===== config.mk =====
export PLATFORM = sky130hd
export DESIGN_NAME = step_dir_monitor
export DESIGN_NICKNAME = d
export VERILOG_FILES = /design/src/rtl/step_mon_pkg.sv /design/src/rtl/step_dir_monitor_sync_edge.sv /design/src/rtl/step_dir_monitor.sv
export SDC_FILE = /design/constraint.sdc
export NUM_CORES = 1
export LEC_CHECK = 0
export CAP_MARGIN = 20
export CORE_UTILIZATION = 40
export CTS_BUF_LIST = sky130_fd_sc_hd__clkbuf_2
export DETAILED_ROUTE_END_ITERATION = 8
export GPL_TIMING_DRIVEN = 0
export HOLD_SLACK_MARGIN = 0.06
export SLEW_MARGIN = 20
export SYNTH_ARGS = -nofsm -noshare
export SYNTH_HDL_FRONTEND = slang
export SYNTH_SLANG_ARGS = --single-unit

===== constraint.sdc =====
create_clock -name clock -period 3.2 [get_ports clock]
set_clock_uncertainty 0.1 [all_clocks]
set_input_delay 0.32 -clock clock [delete_from_list [all_inputs] [get_ports clock]]
set_output_delay 0.32 -clock clock [all_outputs]
set_load 0.02 [all_outputs]

===== src/rtl/step_mon_pkg.sv =====
// Shared types and default timing constants for the STEP/DIR/EN_N receive monitor.
package step_mon_pkg;

  typedef enum logic [1:0] {
    IDLE,
    HIGH,
    LOW
  } step_mon_state_t;

  localparam int unsigned CLK_HZ            = 25_000_000;
  localparam int unsigned MIN_PULSE_DEFAULT = 25;      // 1 us at CLK_HZ
  localparam int unsigned DIR_SETUP_DEFAULT = 5;       // 200 ns at CLK_HZ
  localparam int unsigned TIMEOUT_DEFAULT   = CLK_HZ;  // 1 s without a step

  function automatic logic [31:0] sat_inc32(input logic [31:0] value);
    return (value == 32'hFFFF_FFFF) ? value : value + 32'd1;
  endfunction

endpackage


===== src/rtl/step_dir_monitor_sync_edge.sv =====
// Two-flop synchronizer plus a delay flop; reports the synced level and its edges.
module sync_edge #(
  parameter logic RESET_VAL = 1'b0
) (
  input  logic clock,
  input  logic reset,
  input  logic raw,
  output logic level,
  output logic rise,
  output logic fall
);

  logic meta_reg;
  logic sync_reg;
  logic delay_reg;

  always_ff @(posedge clock) begin
    if (reset) begin
      meta_reg  <= RESET_VAL;
      sync_reg  <= RESET_VAL;
      delay_reg <= RESET_VAL;
    end else begin
      meta_reg  <= raw;
      sync_reg  <= meta_reg;
      delay_reg <= sync_reg;
    end
  end

  assign level = sync_reg;
  assign rise  = sync_reg & ~delay_reg;
  assign fall  = ~sync_reg & delay_reg;

endmodule


===== src/rtl/step_dir_monitor.sv =====
// STEP/DIR/EN_N monitor: position, step period, stall and pulse-timing checks.
// Define STEP_MON_TIMING_CHECK_EN to build the width/DIR-setup checkers.
module step_dir_monitor
  import step_mon_pkg::*;
#(
  parameter int unsigned MIN_PULSE = MIN_PULSE_DEFAULT,
  parameter int unsigned DIR_SETUP = DIR_SETUP_DEFAULT,
  parameter int unsigned TIMEOUT   = TIMEOUT_DEFAULT,
  parameter int unsigned POS_WIDTH = 32
) (
  input  logic                        clock,
  input  logic                        reset,
  input  logic                        step_in,
  input  logic                        dir_in,
  input  logic                        en_n_in,
  input  logic                        clear_pos,
  input  logic                        clear_err,
  output logic signed [POS_WIDTH-1:0] position,
  output logic                        step_pulse,
  output logic [31:0]                 period,
  output logic                        period_valid,
  output logic                        stalled,
  output logic                        err_short_high,
  output logic                        err_short_low,
  output logic                        err_dir_setup
);

  logic [2:0] raw_vec, level_vec, rise_vec, fall_vec;
  assign raw_vec = {en_n_in, dir_in, step_in};

  // Lane 0 is STEP and resets high so a line held high through reset is not a rise.
  for (genvar gi = 0; gi < 3; gi++) begin : g_sync
    sync_edge #(.RESET_VAL((gi == 0) ? 1'b1 : 1'b0)) u_sync (
      .clock (clock),
      .reset (reset),
      .raw   (raw_vec[gi]),
      .level (level_vec[gi]),
      .rise  (rise_vec[gi]),
      .fall  (fall_vec[gi])
    );
  end

  logic step_rise, step_fall, dir_level, dir_change, en_n_level, counted_rise;
  assign step_rise    = rise_vec[0];
  assign step_fall    = fall_vec[0];
  assign dir_level    = level_vec[1];
  assign dir_change   = rise_vec[1] | fall_vec[1];
  assign en_n_level   = level_vec[2];
  assign counted_rise = step_rise & ~en_n_level;

  logic unused_sync;
  assign unused_sync = ^{level_vec[0], rise_vec[2], fall_vec[2]};

  step_mon_state_t state_reg, state_next;
  logic [31:0] cycle_cnt_reg;
  logic signed [POS_WIDTH-1:0] position_reg, position_next, position_base;
  logic [31:0] period_reg;
  logic period_valid_reg, step_pulse_reg, stalled_reg;
  logic period_load, stall_set;

  always_comb begin
    state_next  = state_reg;
    period_load = 1'b0;
    stall_set   = 1'b0;
    unique case (state_reg)
      IDLE: begin
        if (counted_rise) state_next = HIGH;
      end
      HIGH: begin
        if (step_fall) begin
          state_next = LOW;
        end else if (cycle_cnt_reg >= 32'(TIMEOUT)) begin
          state_next = IDLE;
          stall_set  = 1'b1;
        end
      end
      LOW: begin
        // A rise landing exactly on the timeout still yields a period.
        if (counted_rise) begin
          state_next  = HIGH;
          period_load = 1'b1;
        end else if (cycle_cnt_reg >= 32'(TIMEOUT)) begin
          state_next = IDLE;
          stall_set  = 1'b1;
        end
      end
      default: state_next = IDLE;
    endcase
  end

  always_comb begin
    position_base = clear_pos ? '0 : position_reg;
    position_next = position_base;
    if (counted_rise) begin
      position_next = dir_level ? position_base + POS_WIDTH'(1)
                                : position_base - POS_WIDTH'(1);
    end
  end

  always_ff @(posedge clock) begin
    if (reset) begin
      state_reg        <= IDLE;
      cycle_cnt_reg    <= '0;
      position_reg     <= '0;
      period_reg       <= '0;
      period_valid_reg <= 1'b0;
      step_pulse_reg   <= 1'b0;
      stalled_reg      <= 1'b1;
    end else begin
      state_reg        <= state_next;
      cycle_cnt_reg    <= counted_rise ? 32'd1 : sat_inc32(cycle_cnt_reg);
      position_reg     <= position_next;
      step_pulse_reg   <= counted_rise;
      period_valid_reg <= period_load;
      if (period_load) period_reg <= cycle_cnt_reg;
      if (counted_rise) stalled_reg <= 1'b0;
      else if (stall_set) stalled_reg <= 1'b1;
    end
  end

  assign position     = position_reg;
  assign step_pulse   = step_pulse_reg;
  assign period       = period_reg;
  assign period_valid = period_valid_reg;
  assign stalled      = stalled_reg;

`ifdef STEP_MON_TIMING_CHECK_EN
  localparam int unsigned PW = $clog2(MIN_PULSE + 1);
  localparam int unsigned DW = $clog2(DIR_SETUP + 1);

  logic [PW-1:0] high_cnt_reg, low_cnt_reg;
  logic [DW-1:0] dir_age_reg;
  logic err_short_high_reg, err_short_low_reg, err_dir_setup_reg;
  logic short_high, short_low, dir_violation;

  // Width counters restart on every edge so they always hold the width just ended.
  assign short_high    = (state_reg == HIGH) && step_fall && (high_cnt_reg < PW'(MIN_PULSE));
  assign short_low     = period_load && (low_cnt_reg < PW'(MIN_PULSE));
  assign dir_violation = counted_rise && (dir_age_reg < DW'(DIR_SETUP));

  always_ff @(posedge clock) begin
    if (reset) begin
      high_cnt_reg       <= '0;
      low_cnt_reg        <= '0;
      dir_age_reg        <= '0;
      err_short_high_reg <= 1'b0;
      err_short_low_reg  <= 1'b0;
      err_dir_setup_reg  <= 1'b0;
    end else begin
      if (step_rise) high_cnt_reg <= PW'(1);
      else if (high_cnt_reg != PW'(MIN_PULSE)) high_cnt_reg <= high_cnt_reg + PW'(1);
      if (step_fall) low_cnt_reg <= PW'(1);
      else if (low_cnt_reg != PW'(MIN_PULSE)) low_cnt_reg <= low_cnt_reg + PW'(1);
      if (dir_change) dir_age_reg <= '0;
      else if (dir_age_reg != DW'(DIR_SETUP)) dir_age_reg <= dir_age_reg + DW'(1);
      err_short_high_reg <= (err_short_high_reg & ~clear_err) | short_high;
      err_short_low_reg  <= (err_short_low_reg & ~clear_err) | short_low;
      err_dir_setup_reg  <= (err_dir_setup_reg & ~clear_err) | dir_violation;
    end
  end

  assign err_short_high = err_short_high_reg;
  assign err_short_low  = err_short_low_reg;
  assign err_dir_setup  = err_dir_setup_reg;
`else
  logic unused_timing;
  assign unused_timing  = ^{clear_err, dir_change, 32'(MIN_PULSE), 32'(DIR_SETUP)};
  assign err_short_high = 1'b0;
  assign err_short_low  = 1'b0;
  assign err_dir_setup  = 1'b0;
`endif

endmodule


Word-level counts from Yosys, hierarchy flattened
Index checks and enable logic that the tools add are counted.
- add/sub/neg operators: 3
- mux-type cells: 18
- div/mod/pow operators: 0
- reduce and logical (&&, ||, !) cells: 3
- $lt $le $gt $ge: 1
- multiply operators: 0
- bitwise logic cells: 6
- shift-type cells: 0
- equal/unequal tests: 5
- operators by type and width (operator ; number):
    $mux W32 ; 3
    $add A32 B1 Y32 const B ; 1
    $add A32 B2 Y32 const B ; 1
    $eq A32 B32 Y1 const B ; 1
    $ge A32 B25 Y1 const B ; 1
    $sub A32 B2 Y32 const B ; 1
    $mux W1 ; 9
    $mux W2 ; 4
    $pmux W2 S3 ; 1
    $ne A2 B2 Y1 const B ; 2
    $and A1 B1 Y1 ; 3
    $not A1 Y1 ; 3
    $eq A2 B1 Y1 const B ; 1
    $eq A2 B2 Y1 const B ; 1
    $logic_not A2 Y1 ; 1
    $pmux W1 S2 ; 1
    $reduce_bool A2 Y1 ; 1
    $reduce_or A2 Y1 ; 1
- word-level logic and storage cells: 51
- register bits: 108
- memories: 0
- input bits: 7
- output and inout bits: 70
- RAM bits: 0
- bits in latches: 0
- bits in read-only memories: 0

Logic depth before layout (Yosys ltp)
- word-level depth: 7
- depth in mapped cells: 11
- depth with buffers taken out: 10

By module
A second synthesis with hierarchy kept.
- cells, all modules: 790
- area, all modules: 6249.7 um^2
- modules (own cells, without submodules) (module ; area each (um^2) ; seq. area each (um^2) ; instances ; cells an instance):
    step_dir_monitor ; 5974.5 ; 2021.9 ; 1 ; 766
    sync_edge (g_sync[1].u_sync ...) ; 91.3 ; 60.1 ; 2 ; 8
    sync_edge (g_sync[0].u_sync) ; 92.6 ; 60.1 ; 1 ; 8

Worst setup path before layout
OpenSTA, ideal clock, no wires.
- kind: reg-to-reg
- from: register g_sync[1].u_sync.sync_reg
- to: register position_reg[24] (netlist: position[24])
- setup time: 0.122 ns
- arrival: 2.964 ns
- data required time: 2.978 ns
- clock period less this slack: 3.186 ns
- slack: 0.014 ns
- path buffers: 0
- cell stages (with the launch flop): 11
- cell sequence: dfxtp_1 > inv_1 > ha_1 > a21o_1 > o2bb2ai_1 > o31ai_1 > o211ai_1 > a31o_2 > a21oi_1 > nor4_1 > a311o_1
- longest elaborated chain between the ends: 2
- RTL lines (item ; line ; source):
    start, declared ; step_dir_monitor_sync_edge.sv:14 ; logic sync_reg;
    start signal, assigned ; step_dir_monitor_sync_edge.sv:24 ; sync_reg <= meta_reg;
    $mux W32 ; step_dir_monitor.sv:95 ; position_next = dir_level ? position_base + POS_WIDTH'(1)
    $mux W32 ; step_dir_monitor.sv:94 ; if (counted_rise) begin
    end signal, assigned ; step_dir_monitor.sv:112 ; position_reg <= position_next;
    end, declared ; step_dir_monitor.sv:56 ; logic signed [POS_WIDTH-1:0] position_reg, position_next, position_base;
Every way passes these cells.
A chain may end at the register's enable or synchronous reset.

Worst setup path after layout
Ends and elaborated chain as after synthesis.

==> metrics.csv <==
stage,metric,value,unit
power_and_ir_drop,Peak VDD IR,321,uV
synthesis,mux share of post-synthesis cell area,0.679,%
synthesis,Mapped Avg Cell Area,8.09,um2
clock_tree,TritonCTS buffer count,9,
timing,minimum clock period,3.06,ns
synthesis,"Distinct cells, synth",63,
timing,Worst Max-Slew Pin Slew,0.699,ns
timing,Final period util,95.5,%
synthesis,Yosys warnings,0,
place,Post-DP HPWL,11.8,mm
place,placed cell area,6840,um2
timing,RSZ-0062 raised after global routing,false,
route,DR iter-0 viols,406,
synthesis,Most used DFF post-synth,dfxtp_1,
synthesis,"Async S/R FF share, synth",0,%
die,Core ar.,14500,um2
die,Core Rows,44,
timing,f_max,327,MHz
route,Via Count,5391,
setup_path,crit path capture type,flip-flop,
synthesis,share of the synthesized area in the top cell type,36.7,%
cells_and_area,fin area,7100,um2
synthesis,"EDFF count, synth",0,
synthesis,Post-Synth Adder-Cell Area,7.98,%
synthesis,sequential-to-total area share from yosys stat,36.7,%
synthesis,Synth Area in Compound Gates,18.3,%
route,routed wire length,16.1,mm
die,width of the die,123,um
grt,grt ovf,0,
timing,Fin. Hold Viols,0,
power_and_ir_drop,post-layout power,2.48,mW
grt,first-pass GRT wire length,26.3,mm
cells_and_area,final core utilization,49.0,%
synthesis,largest family of logic cells by synthesized area,simple AND/OR/NAND/NOR gates,
timing,max-slew violation count,0,
die,full die area,15200,um2
route,Post-route DRC,0,
timing,setup_tns,0,ns
synthesis,cell count after synthesis,729,
die,Die Span Y,123,um
clock_tree,Root Buffer Master,clkbuf_2,
cells_and_area,Area growth syn-to-layout,20.4,%
route,vias per inst,5.36,
run,max-cap violation count,0,
die,I/O pin count,77,
cells_and_area,non-filler instance count after layout,1005,
clock_tree,Max Buffers Root-to-Sink,2,
clock_tree,CTS tree,done,
power_and_ir_drop,PwrDens,349,nW/um2
clock_tree,worst skew pair latency,0.65,ns
clock_tree,Clock H-tree levels,3,
grt,vias in the first global route,5295,
grt,largest net degree at the start of global routing,33,
timing,Slew headroom,53.4,%
synthesis,synth top area cells,"dfxtp_1, nand2_1, ha_1, a21oi_1, xor2_1",
route,Antenna Nets Post-Route,0,
min_path,Tightest Hold Check Type,input port to flip-flop,
grt,initial antenna violation count,1,
synthesis,#FFs+latches synth,108,
setup_path,Worst Path Required,3.68,ns
setup_path,critical path arrival,3.53,ns
cells_and_area,# nets final,859,
die,starting density of the core,40.7,%
status,status,"finished, final reports clean",
synthesis,Synth Area in XOR/XNOR,6.83,%
setup_path,Setup crit start kind,flip-flop,
route,post-DR wirelength/cell,16.1,um
place,I/O Buffers,71,
clock_tree,TritonCTS Sinks,108,
timing,setup violators final,0,
synthesis,mapped cell area,5900,um2
place,post-placement cell count,986,
grt,Total GRT Usage,22.5,%
setup_path,CP Class,flip-flop to flip-flop,
synthesis,Synth area leader,dfxtp_1,
route,total iterations of the first detailed-routing run,5,
setup_path,crit path max fanout,32,
cells_and_area,layout cell share with drive strength beyond 1,5.61,%
power_and_ir_drop,leakage,2.65,nW
synthesis,post-synthesis simple-gate area fraction,25.8,%
place,Final GP Congestion,0.918,
clock_tree,clk slew on worst S/H paths,0.30,ns
-- logic make-up (layout without fill, tap and decap cells) --
group	count (synthesis)	count (layout)
mux	4	4
xor+xnor	46	46
other cells	1	4
flops	108	108
fa+ha+maj	37	37
compound gates	167	167
buf+inv	53	142
simple gates	313	313
-- critical path, cell delays in order, from the launching register on --
cell and delay (ns):
dfxtp_4 0.46, inv_8 0.10, fa_1 0.48, a21oi_1 0.24, o2bb2ai_1 0.17, o31ai_4 0.31
o211ai_1 0.22, a31o_2 0.29, a21oi_1 0.20, nor4_1 0.08, a311o_1 0.33
-- layout make-up --
cell class                 instances  area (um2)
buffer                            37         174
tap                              184         230
timing repair buffer              73         727
antenna                            1        2.50
sequential                       108        2170
clock inverter                     7         109
clock buffer                       9        45.0
multi-input combinational        570        3580
fill                            1456        7380
inverter                          16        67.6
-- metrics by stage --
stage               hold slack, ns  setup slack [ns]
finish                       0.128             0.144
global placement             0.296             -1.46
floorplan                    0.289            0.0141
global route                0.0666           0.00573
CTS                         0.0833            0.0181
detailed placement           0.297             -1.49
-- power by group --
part,leakage [nW],switching (mW),internal [mW]
clock network,0.0888,0.507,0.274
logic,1.69,0.196,0.122
registers,0.874,0.0120,1.37
total,2.65,0.715,1.76
-- layer usage --
layer / wire length (um) / share of wire, % / track usage [%] / vias to the layer above
met4: 322 / 2.0 / 7.83 / 0
met3: 552 / 3.4 / 3.83 / 21
met1: 7300 / 45 / 27.3 / 2549
met5: 0 / 0 / 0 / -
met2: 7970 / 49 / 39.8 / 103
li1: - / - / - / 2718
-- final timing paths --
| path | startpoint | slack [ns] | endpoint | cells after the start |
|---|---|---|---|---|
| setup / recovery | g_sync[1].u_sync.level | 0.14 | position[24] | 10 |
| hold / removal | dir_in | 0.13 | g_sync[1].u_sync.meta_reg | 2 |
| setup reg to reg | g_sync[1].u_sync.level | 0.14 | position[24] | 10 |
| hold reg to reg | g_sync[0].u_sync.meta_reg | 0.35 | g_sync[0].u_sync.level | 1 |
-- placed cells by master (no fill, tap or decap), types with 19 or more instances in the layout --
cell	netlist	routed
nor2_1	56	56
nor2b_1	33	33
nand3_1	19	19
a21oi_1	78	78
dfxtp_1	108	107
xnor2_1	21	21
ha_1	36	36
nand2_1	124	124
clkdlybuf4s50_1	0	70
xor2_1	25	25
o21ai_0	20	20
clkbuf_1	32	29
-- synthesized netlist by cell type, drive strengths merged (5+ instances only) --
cell type	number
a21o	8
nor3	9
clkbuf	33
nand3	19
or3	8
o21a	5
xnor2	21
a21oi	78
nor2	56
dfxtp	108
o211ai	7
inv	16
a31oi	6
o21ai	20
nor2b	33
xor2	25
nand4	10
a211oi	5
and3	13
and2	8
o21bai	6
ha	36
nand2	124
and4	8
-- timing repair --
item                                    CTS  global route
buffers inserted                          0             1
endpoints found under the hold margin     1             0
hold buffers                              1             0
gates resized for setup                  16             5
endpoints found under the setup margin   18             8
pin swaps                                 0             2
Note: power is estimated with default switching activity, not from simulation.
